==> src/rtl/comparator_stream_pipe.sv <==
// comparator_stream_pipe: two-stage valid/ready magnitude comparator with saturating result counters
module comparator_stream_pipe #(
  parameter int WIDTH = 8,
  parameter int CNT_W = 16
) (
  input  logic             clk,
  input  logic             rst_n,
  input  logic             in_valid,
  output logic             in_ready,
  input  logic [WIDTH-1:0] in_a,
  input  logic [WIDTH-1:0] in_b,
  input  logic             in_signed,
  output logic             out_valid,
  input  logic             out_ready,
  output logic             out_gt,
  output logic             out_eq,
  output logic             out_lt,
  input  logic             stats_clr,
  output logic [CNT_W-1:0] cnt_gt,
  output logic [CNT_W-1:0] cnt_eq,
  output logic [CNT_W-1:0] cnt_lt
);
  logic             s1_valid, s1_signed, s2_valid, s1_adv, s2_adv, out_fire;
  logic [WIDTH-1:0] s1_a, s1_b;
  logic signed [WIDTH:0] ext_a, ext_b;
  assign s2_adv    = !s2_valid | out_ready;
  assign s1_adv    = !s1_valid | s2_adv;
  assign in_ready  = s1_adv;
  assign out_valid = s2_valid;
  assign out_fire  = s2_valid & out_ready;
  // one extra bit makes a single signed compare serve both modes
  assign ext_a = {s1_signed & s1_a[WIDTH-1], s1_a};
  assign ext_b = {s1_signed & s1_b[WIDTH-1], s1_b};
  always_ff @(posedge clk or negedge rst_n)
    if (!rst_n) begin
      s1_valid  <= 1'b0;
      s1_signed <= 1'b0;
      s1_a      <= '0;
      s1_b      <= '0;
    end else if (s1_adv) begin
      s1_valid <= in_valid;
      if (in_valid) begin
        s1_a      <= in_a;
        s1_b      <= in_b;
        s1_signed <= in_signed;
      end
    end
  always_ff @(posedge clk or negedge rst_n)
    if (!rst_n) begin
      s2_valid <= 1'b0;
      out_gt   <= 1'b0;
      out_eq   <= 1'b0;
      out_lt   <= 1'b0;
    end else if (s2_adv) begin
      s2_valid <= s1_valid;
      out_gt   <= s1_valid & (ext_a > ext_b);
      out_eq   <= s1_valid & (ext_a == ext_b);
      out_lt   <= s1_valid & (ext_a < ext_b);
    end
  always_ff @(posedge clk or negedge rst_n)
    if (!rst_n) begin
      cnt_gt <= '0;
      cnt_eq <= '0;
      cnt_lt <= '0;
    end else if (stats_clr) begin
      cnt_gt <= '0;
      cnt_eq <= '0;
      cnt_lt <= '0;
    end else if (out_fire) begin
      if (out_gt && cnt_gt != '1) cnt_gt <= cnt_gt + 1'b1;
      if (out_eq && cnt_eq != '1) cnt_eq <= cnt_eq + 1'b1;
      if (out_lt && cnt_lt != '1) cnt_lt <= cnt_lt + 1'b1;
    end
endmodule

==> config.mk <==
export PLATFORM = sky130hd
export DESIGN_NAME = comparator_stream_pipe
export DESIGN_NICKNAME = d
export VERILOG_FILES = /design/src/rtl/comparator_stream_pipe.sv
export SDC_FILE = /design/constraint.sdc
export NUM_CORES = 1
export LEC_CHECK = 0
export ABC_AREA = 1
export CORE_ASPECT_RATIO = 0.7
export CORE_MARGIN = 4
export CORE_UTILIZATION = 32
export CTS_CLUSTER_DIAMETER = 50
export DETAILED_ROUTE_END_ITERATION = 8
export SLEW_MARGIN = 25
export SYNTH_ARGS = -nofsm -noshare
export SYNTH_HDL_FRONTEND = slang
export SYNTH_SLANG_ARGS = --single-unit
export TNS_END_PERCENT = 10
==> constraint.sdc <==
create_clock -name clk -period 2.4 [get_ports clk]
set_input_delay 0.48 -clock clk [delete_from_list [all_inputs] [get_ports clk]]
set_output_delay 0.48 -clock clk [all_outputs]
set_load 0.02 [all_outputs]
==> results of run 1 <==
-- critical path: stages --
cell and delay, ns:
clkdlybuf4s50_1 0.50, nor2_1 0.07, nand2_1 0.10, clkdlybuf4s50_1 0.62
-- final timing paths --
| kind | startpoint | to | slack, ns | cells after the start |
|---|---|---|---|---|
| max | out_ready | in_ready | 0.15 | 4 |
| min | rst_n | cnt_eq[12] | 0.16 | 1 |
| max reg2reg | cnt_eq[1] | cnt_eq[8] | 0.47 | 9 |
| min reg2reg | out_lt | out_lt | 0.51 | 2 |
| max in group asynchronous | rst_n | out_valid | 1.57 | 2 |
| min in group clk | out_lt | out_lt | 0.51 | 2 |
-- state kept, by name (all words and copies together), names as in the netlist, 8 cells and up --
signal  flops
s1_a        8
cnt_eq     16
cnt_gt     16
s1_b        8
cnt_lt     16
-- cells in the mapped netlist (9+ instances only) --
master	instances
o21ai_2	9
o21ai_0	21
ha_1	11
nand4_1	13
nand3b_1	9
nand2_1	164
nor2_1	48
or2_2	18
dfrtp_1	70
inv_1	46
nand3_1	65
a21oi_1	12
-- routing by layer --
layer	vias up	routed length [um]	global-route usage, %
li1	1971	-	-
met2	86	4383	21.33
met4	0	76	2.710
met5	-	0	0
met3	8	573	4.007
met1	1786	5308	19.73
-- power groups by stage --
stage | registers (uW) | clock network, uW | logic [uW]
2_1_floorplan | 1320 | 0 | 271
3_3_place_gp | 1300 | 0 | 441
3_5_place_dp | 1310 | 0 | 450
4_1_cts | 1290 | 1500 | 453
5_1_grt | 1290 | 1540 | 506
6_report | 1290 | 1450 | 443
-- layout make-up --
type                            count  area [um^2]
Timing Repair Buffer               79        785.8
Clock buffer                       10        239.0
Tap cell                          162        202.7
Inverter                           47        176.4
Multi-Input combinational cell    424         2216
Sequential cell                    70         1752
Fill cell                        1249         7263
Clock inverter                      6        85.08
-- cells in the final DEF (no fill, tap or decap) --
master           instances
nand2_1                164
clkdlybuf4s50_1         73
dfrtp_1                 70
nand3_1                 65
nor2_1                  48
inv_1                   46
o21ai_0                 21
or2_2                   18
nand4_1                 13
a21oi_1                 12
ha_1                    11
nand3b_1                 9
o21ai_2                  9
clkbuf_16                9
mux2_2                   8
o21ai_1                  8
xor2_1                   8
nor3_1                   7
nand2_2                  5
nor2_4                   5
o21bai_1                 4
nor2_2                   4
buf_4                    4
nor2_8                   2
bufinv_16                2
clkinvlp_4               2
clkinv_2                 2
a21oi_4                  1
inv_2                    1
a21boi_0                 1
a32o_1                   1
clkbuf_8                 1
buf_2                    1
buf_12                   1
-- cell families (layout without fill, tap and decap cells) --
| kind of cell | after synthesis | count (layout) |
|---|---|---|
| muxes | 8 | 8 |
| xor gates and xnor gates | 8 | 8 |
| DFF | 70 | 70 |
| AOI/OAI and AO/OA | 57 | 57 |
| and+or+nand+nor | 340 | 340 |
| buffers and inverters | 60 | 142 |
| adders and majority gates | 11 | 11 |
-- through the flow --
step / area (um^2) / hold slack (ns)
2_1_floorplan: 4250 / 0.1844
3_3_place_gp: 5132 / 0.4869
3_5_place_dp: 5132 / 0.5033
4_1_cts: 5456 / 0.1797
5_1_grt: 5456 / 0.2039
6_report: 5456 / 0.1608
==> reports/results.tsv, run 1 <==
metric	value	unit
first-pass GRT wire length	17.79	mm
fin crit share	93.75	%
MaxCap Viol Count	0	
crit start category	primary input	
sequential fraction of design power	40.4	%
Rows	34	
Post-Route Setup TNS	0	ns
Avg Cell Area, Syn	7.672	um^2
Synth Warn #	0	
post-synth top area cell	dfrtp_1	
Worst slew margin	58.80	%
Final WS setup	0.1501	ns
post-CTS sizing	0	
core area	12720	um^2
crit-path max FO	3	
Inserted Clock Buffers	9	
WL/cell	12.96	um
clock skew	0.005278	ns
post-synthesis simple-gate area fraction	36.94	%
Leak	0.002352	uW
Mapped Cells	554	
Post-CTS Setup Bufs	0	
XOR/XNOR share of the synthesized area	1.649	%
clk root buf	clkbuf_16	
die area	15220	um^2
PortBufs	74	
Pwr Total	3182	uW
Longest Clk Path Bufs	2	
Worst-path clk slew	0.06	ns
I/O Pins	75	
Post-Syn Nets	587	
via count	3851	
worst slew pin tran	0.6180	ns
Detail Placement HPWL	7.529	mm
Die H	104.4	um
status	complete, no violations	
CTS tree	yes	
total gr overflow	0	
post-route ant nets	0	
pre-CTS WS	0.1509	ns
Tmin final	2.250	ns
CP Capture Type	output pin	
top-area cell type share of the netlist area	41.21	%
Psw	826.4	uW
clk_lat worst skew	0.33	ns
Pint	2355	uW
Iteration-0 DRC Markers	265	
die width	145.8	um
Gate power share	13.9	%
post-synthesis cell type count	30	
Post-Place Cells	782	
post-route DRC violation count	0	
compound-cell area share of the yosys netlist	8.184	%
final setup fails	0	
drt pass-1 iters	5	
vias per cell	4.826	
FMAX	0.4445	GHz
WP data required	1.92	ns
main combinational cell family by area after synthesis	simple AND/OR/NAND/NOR gates	
Hold Path Class	in -> async	
Yosys reg bits	70	
share of layout cells above drive strength 1	11.79	%
Main synth FF type	dfrtp_1	
Post-synth ARST share	100.0	%
vias in the first global route	3630	
GP Congestion	0.8429	
cts hold-fix bufs	0	
synthesis-to-finish area growth	28.38	%
Sw Share	25.97	%
H-tree depth	3	
Mapped Area	4250	um^2
max-slew violations	0	
Post-Synth Adder-Cell Area	3.238	%
Layout Utilization	42.90	%
VDD IR max	0.3357	mV
# nets final	664	
CP arrival	1.77	ns
n_diodes	0	
Area contributors post-synth	dfrtp_1 (41%), nand2_1 (14%), nand3_1 (7.7%), nor2_1 (4.2%), inv_1 (4.1%)	
Overall Global Routing Usage	13.95	%
clock network fraction of design power	45.7	%
kind of critical path	in -> out	
mux contribution to synthesized area	2.120	%
Sink Count	70	
initial core utilization	33.42	%
sequential area share after synthesis	41.21	%
DRT Wirelength	10.34	mm
initial antenna violation count	0	
Final Hold Fails	0	
number of synthesized flops with an enable pin	0	
Post-Layout Cell Count	798	
pwr/cell area	583.1	nW/um^2
RSZ-0062 raised after global routing	no	
pin count of the biggest net entering global routing	47	
No activity file was read; power rests on OpenSTA's default activity.
==> inputs of run 2 (changes only) <==
- clock period: 2.4 -> 2.6 ns (I/O delays scaled with it)
==> reports/results.tsv, run 2 (synthesis results as in run 1) <==
metric	value	unit
GP Congestion	0.8369	
synthesis-to-finish area growth	27.85	%
final setup fails	0	
worst slew pin tran	0.6528	ns
fin crit share	95.25	%
core area	12720	um^2
CP Capture Type	output pin	
crit-path max FO	5	
worst r2r src	cnt_gt[0]	
pin count of the biggest net entering global routing	46	
leading cell type in the layout, fill and taps excluded	nand2_1	
clock network fraction of design power	45.3	%
share of layout cells above drive strength 1	11.20	%
Iteration-0 DRC Markers	218	
CP peak stage delay	0.57	ns
r2r setup slk	0.60	ns
CTS tree	yes	
worst setup path startpoint	out_ready	
status	complete, no violations	
MaxCap Viol Count	0	
RSZ-0062 raised after global routing	no	
total gr overflow	0	
VDD IR max	0.4112	mV
post-CTS sizing	0	
max-slew violations	0	
Inserted Clock Buffers	9	
Tmin final	2.476	ns
Layout Utilization	42.72	%
R2R cell count	8	
vias per cell	4.778	
CP arrival	1.96	ns
Post-Route Setup TNS	0	ns
cts hold-fix bufs	0	
# fillers	1247	
Overall Global Routing Usage	13.84	%
post-route ant nets	0	
Final Hold Fails	0	
Worst slew margin	56.48	%
Sw Share	25.35	%
# nets final	662	
clk root buf	clkbuf_16	
stages on the worst setup path	4	
Gate power share	13.9	%
CP max stage cell	clkdlybuf4s50_1	
sequential fraction of design power	40.8	%
Largest regs	cnt_eq: 16 flops, cnt_gt: 16 flops, cnt_lt: 16 flops	
drt pass-1 iters	4	
Die H	104.4	um
clk_lat worst skew	0.33	ns
Post-CTS Setup Bufs	0	
n_diodes	0	
DRT Wirelength	10.23	mm
Sink Count	70	
Hold Path Class	in -> async	
first-pass GRT wire length	17.62	mm
via count	3803	
WL/cell	12.86	um
clock skew	0.007385	ns
Pwr Total	2909	uW
WP data required	2.08	ns
Worst-path clk slew	0.05	ns
Pint	2172	uW
H-tree depth	3	
commonest cells after routing, fill and taps aside	nand2_1 (164), clkdlybuf4s50_1 (73), dfrtp_1 (70)	
crit-path leading delay family	buffers and inverters	
Leak	0.002344	uW
Psw	737.3	uW
initial antenna violation count	0	
crit-path cells	clkdlybuf4s50_1, nor2_1, nand2_1, clkdlybuf4s50_1	
CP endpoint	in_ready	
die area	15220	um^2
I/O Pins	75	
initial core utilization	33.42	%
reg2reg end	cnt_gt[8]	
post-route DRC violation count	0	
pwr/cell area	535.3	nW/um^2
Rows	34	
vias in the first global route	3553	
die width	145.8	um
Detail Placement HPWL	7.408	mm
kind of critical path	in -> out	
most common cell type on the critical path	clkdlybuf4s50_1	
FMAX	0.4038	GHz
PortBufs	74	
buffer and inverter count on the worst path	2	
crit start category	primary input	
Longest Clk Path Bufs	2	
## run 2: cell count changes in the layout (fill, tap and decap cells not counted)
cell        change
clkinvlp_4      -2
clkbuf_1        +2
buf_4           -2
## run 2: how the worst min path moves through the flow
stage | startpoint | endpoint | slack (ns) | cells past startpoint
after CTS | rst_n | cnt_eq[12] | 0.24 | 1
after detailed placement | s1_valid | out_valid | 0.50 | 2
after global routing | rst_n | cnt_eq[7] | 0.27 | 1
after floorplan | rst_n | cnt_eq[0] | 0.22 | 0
final | rst_n | cnt_eq[12] | 0.22 | 1
after global placement | s1_valid | out_valid | 0.48 | 2
## run 2: layout make-up
cell class | instances | area [um^2] | share of cell area, %
Multi-Input combinational cell | 424 | 2216 | 40.78
Sequential cell | 70 | 1752 | 32.24
Timing Repair Buffer | 77 | 770.7 | 14.18
Clock buffer | 12 | 246.5 | 4.536
Tap cell | 162 | 202.7 | 3.730
Inverter | 47 | 176.4 | 3.247
Clock inverter | 4 | 70.07 | 1.289
## run 2: metrics by stage
| step | instances | instance area [um^2] | worst slack [ns] | hold slack (ns) |
|---|---|---|---|---|
| final | 796 | 5434 | 0.1236 | 0.2244 |
| after global routing | 796 | 5434 | 0.01794 | 0.2708 |
| after CTS | 796 | 5434 | 0.1045 | 0.2409 |
| after detailed placement | 780 | 5117 | 0.1140 | 0.4973 |
| after global placement | 780 | 5117 | 0.1174 | 0.4828 |
| after floorplan | 554 | 4250 | 0.8873 | 0.2244 |
## run 2: worst reg2reg max path, cell delays in order, from the launching register on
cell     delay, ns
dfrtp_1       0.46
ha_1          0.25
nand3_1       0.09
inv_1         0.11
nand2_2       0.10
nor2_4        0.12
a21oi_4       0.11
nor2_4        0.44
o21ai_0       0.16
## run 2: power groups by stage
stage | logic, uW | clock network, uW | registers (uW)
CTS | 411 | 1360 | 1190
detailed placement | 408 | 0 | 1210
floorplan | 250 | 0 | 1220
global route | 462 | 1410 | 1190
global placement | 401 | 0 | 1200
finish | 404 | 1320 | 1190
## run 2: layer usage
| layer | GRT usage [%] | vias up | part of all wire [%] |
|---|---|---|---|
| met5 | 0 | - | 0 |
| met4 | 3.659 | 0 | 0.69 |
| met3 | 4.007 | 7 | 5.7 |
| met2 | 20.00 | 90 | 43 |
| met1 | 20.11 | 1738 | 51 |
| li1 | - | 1968 | - |
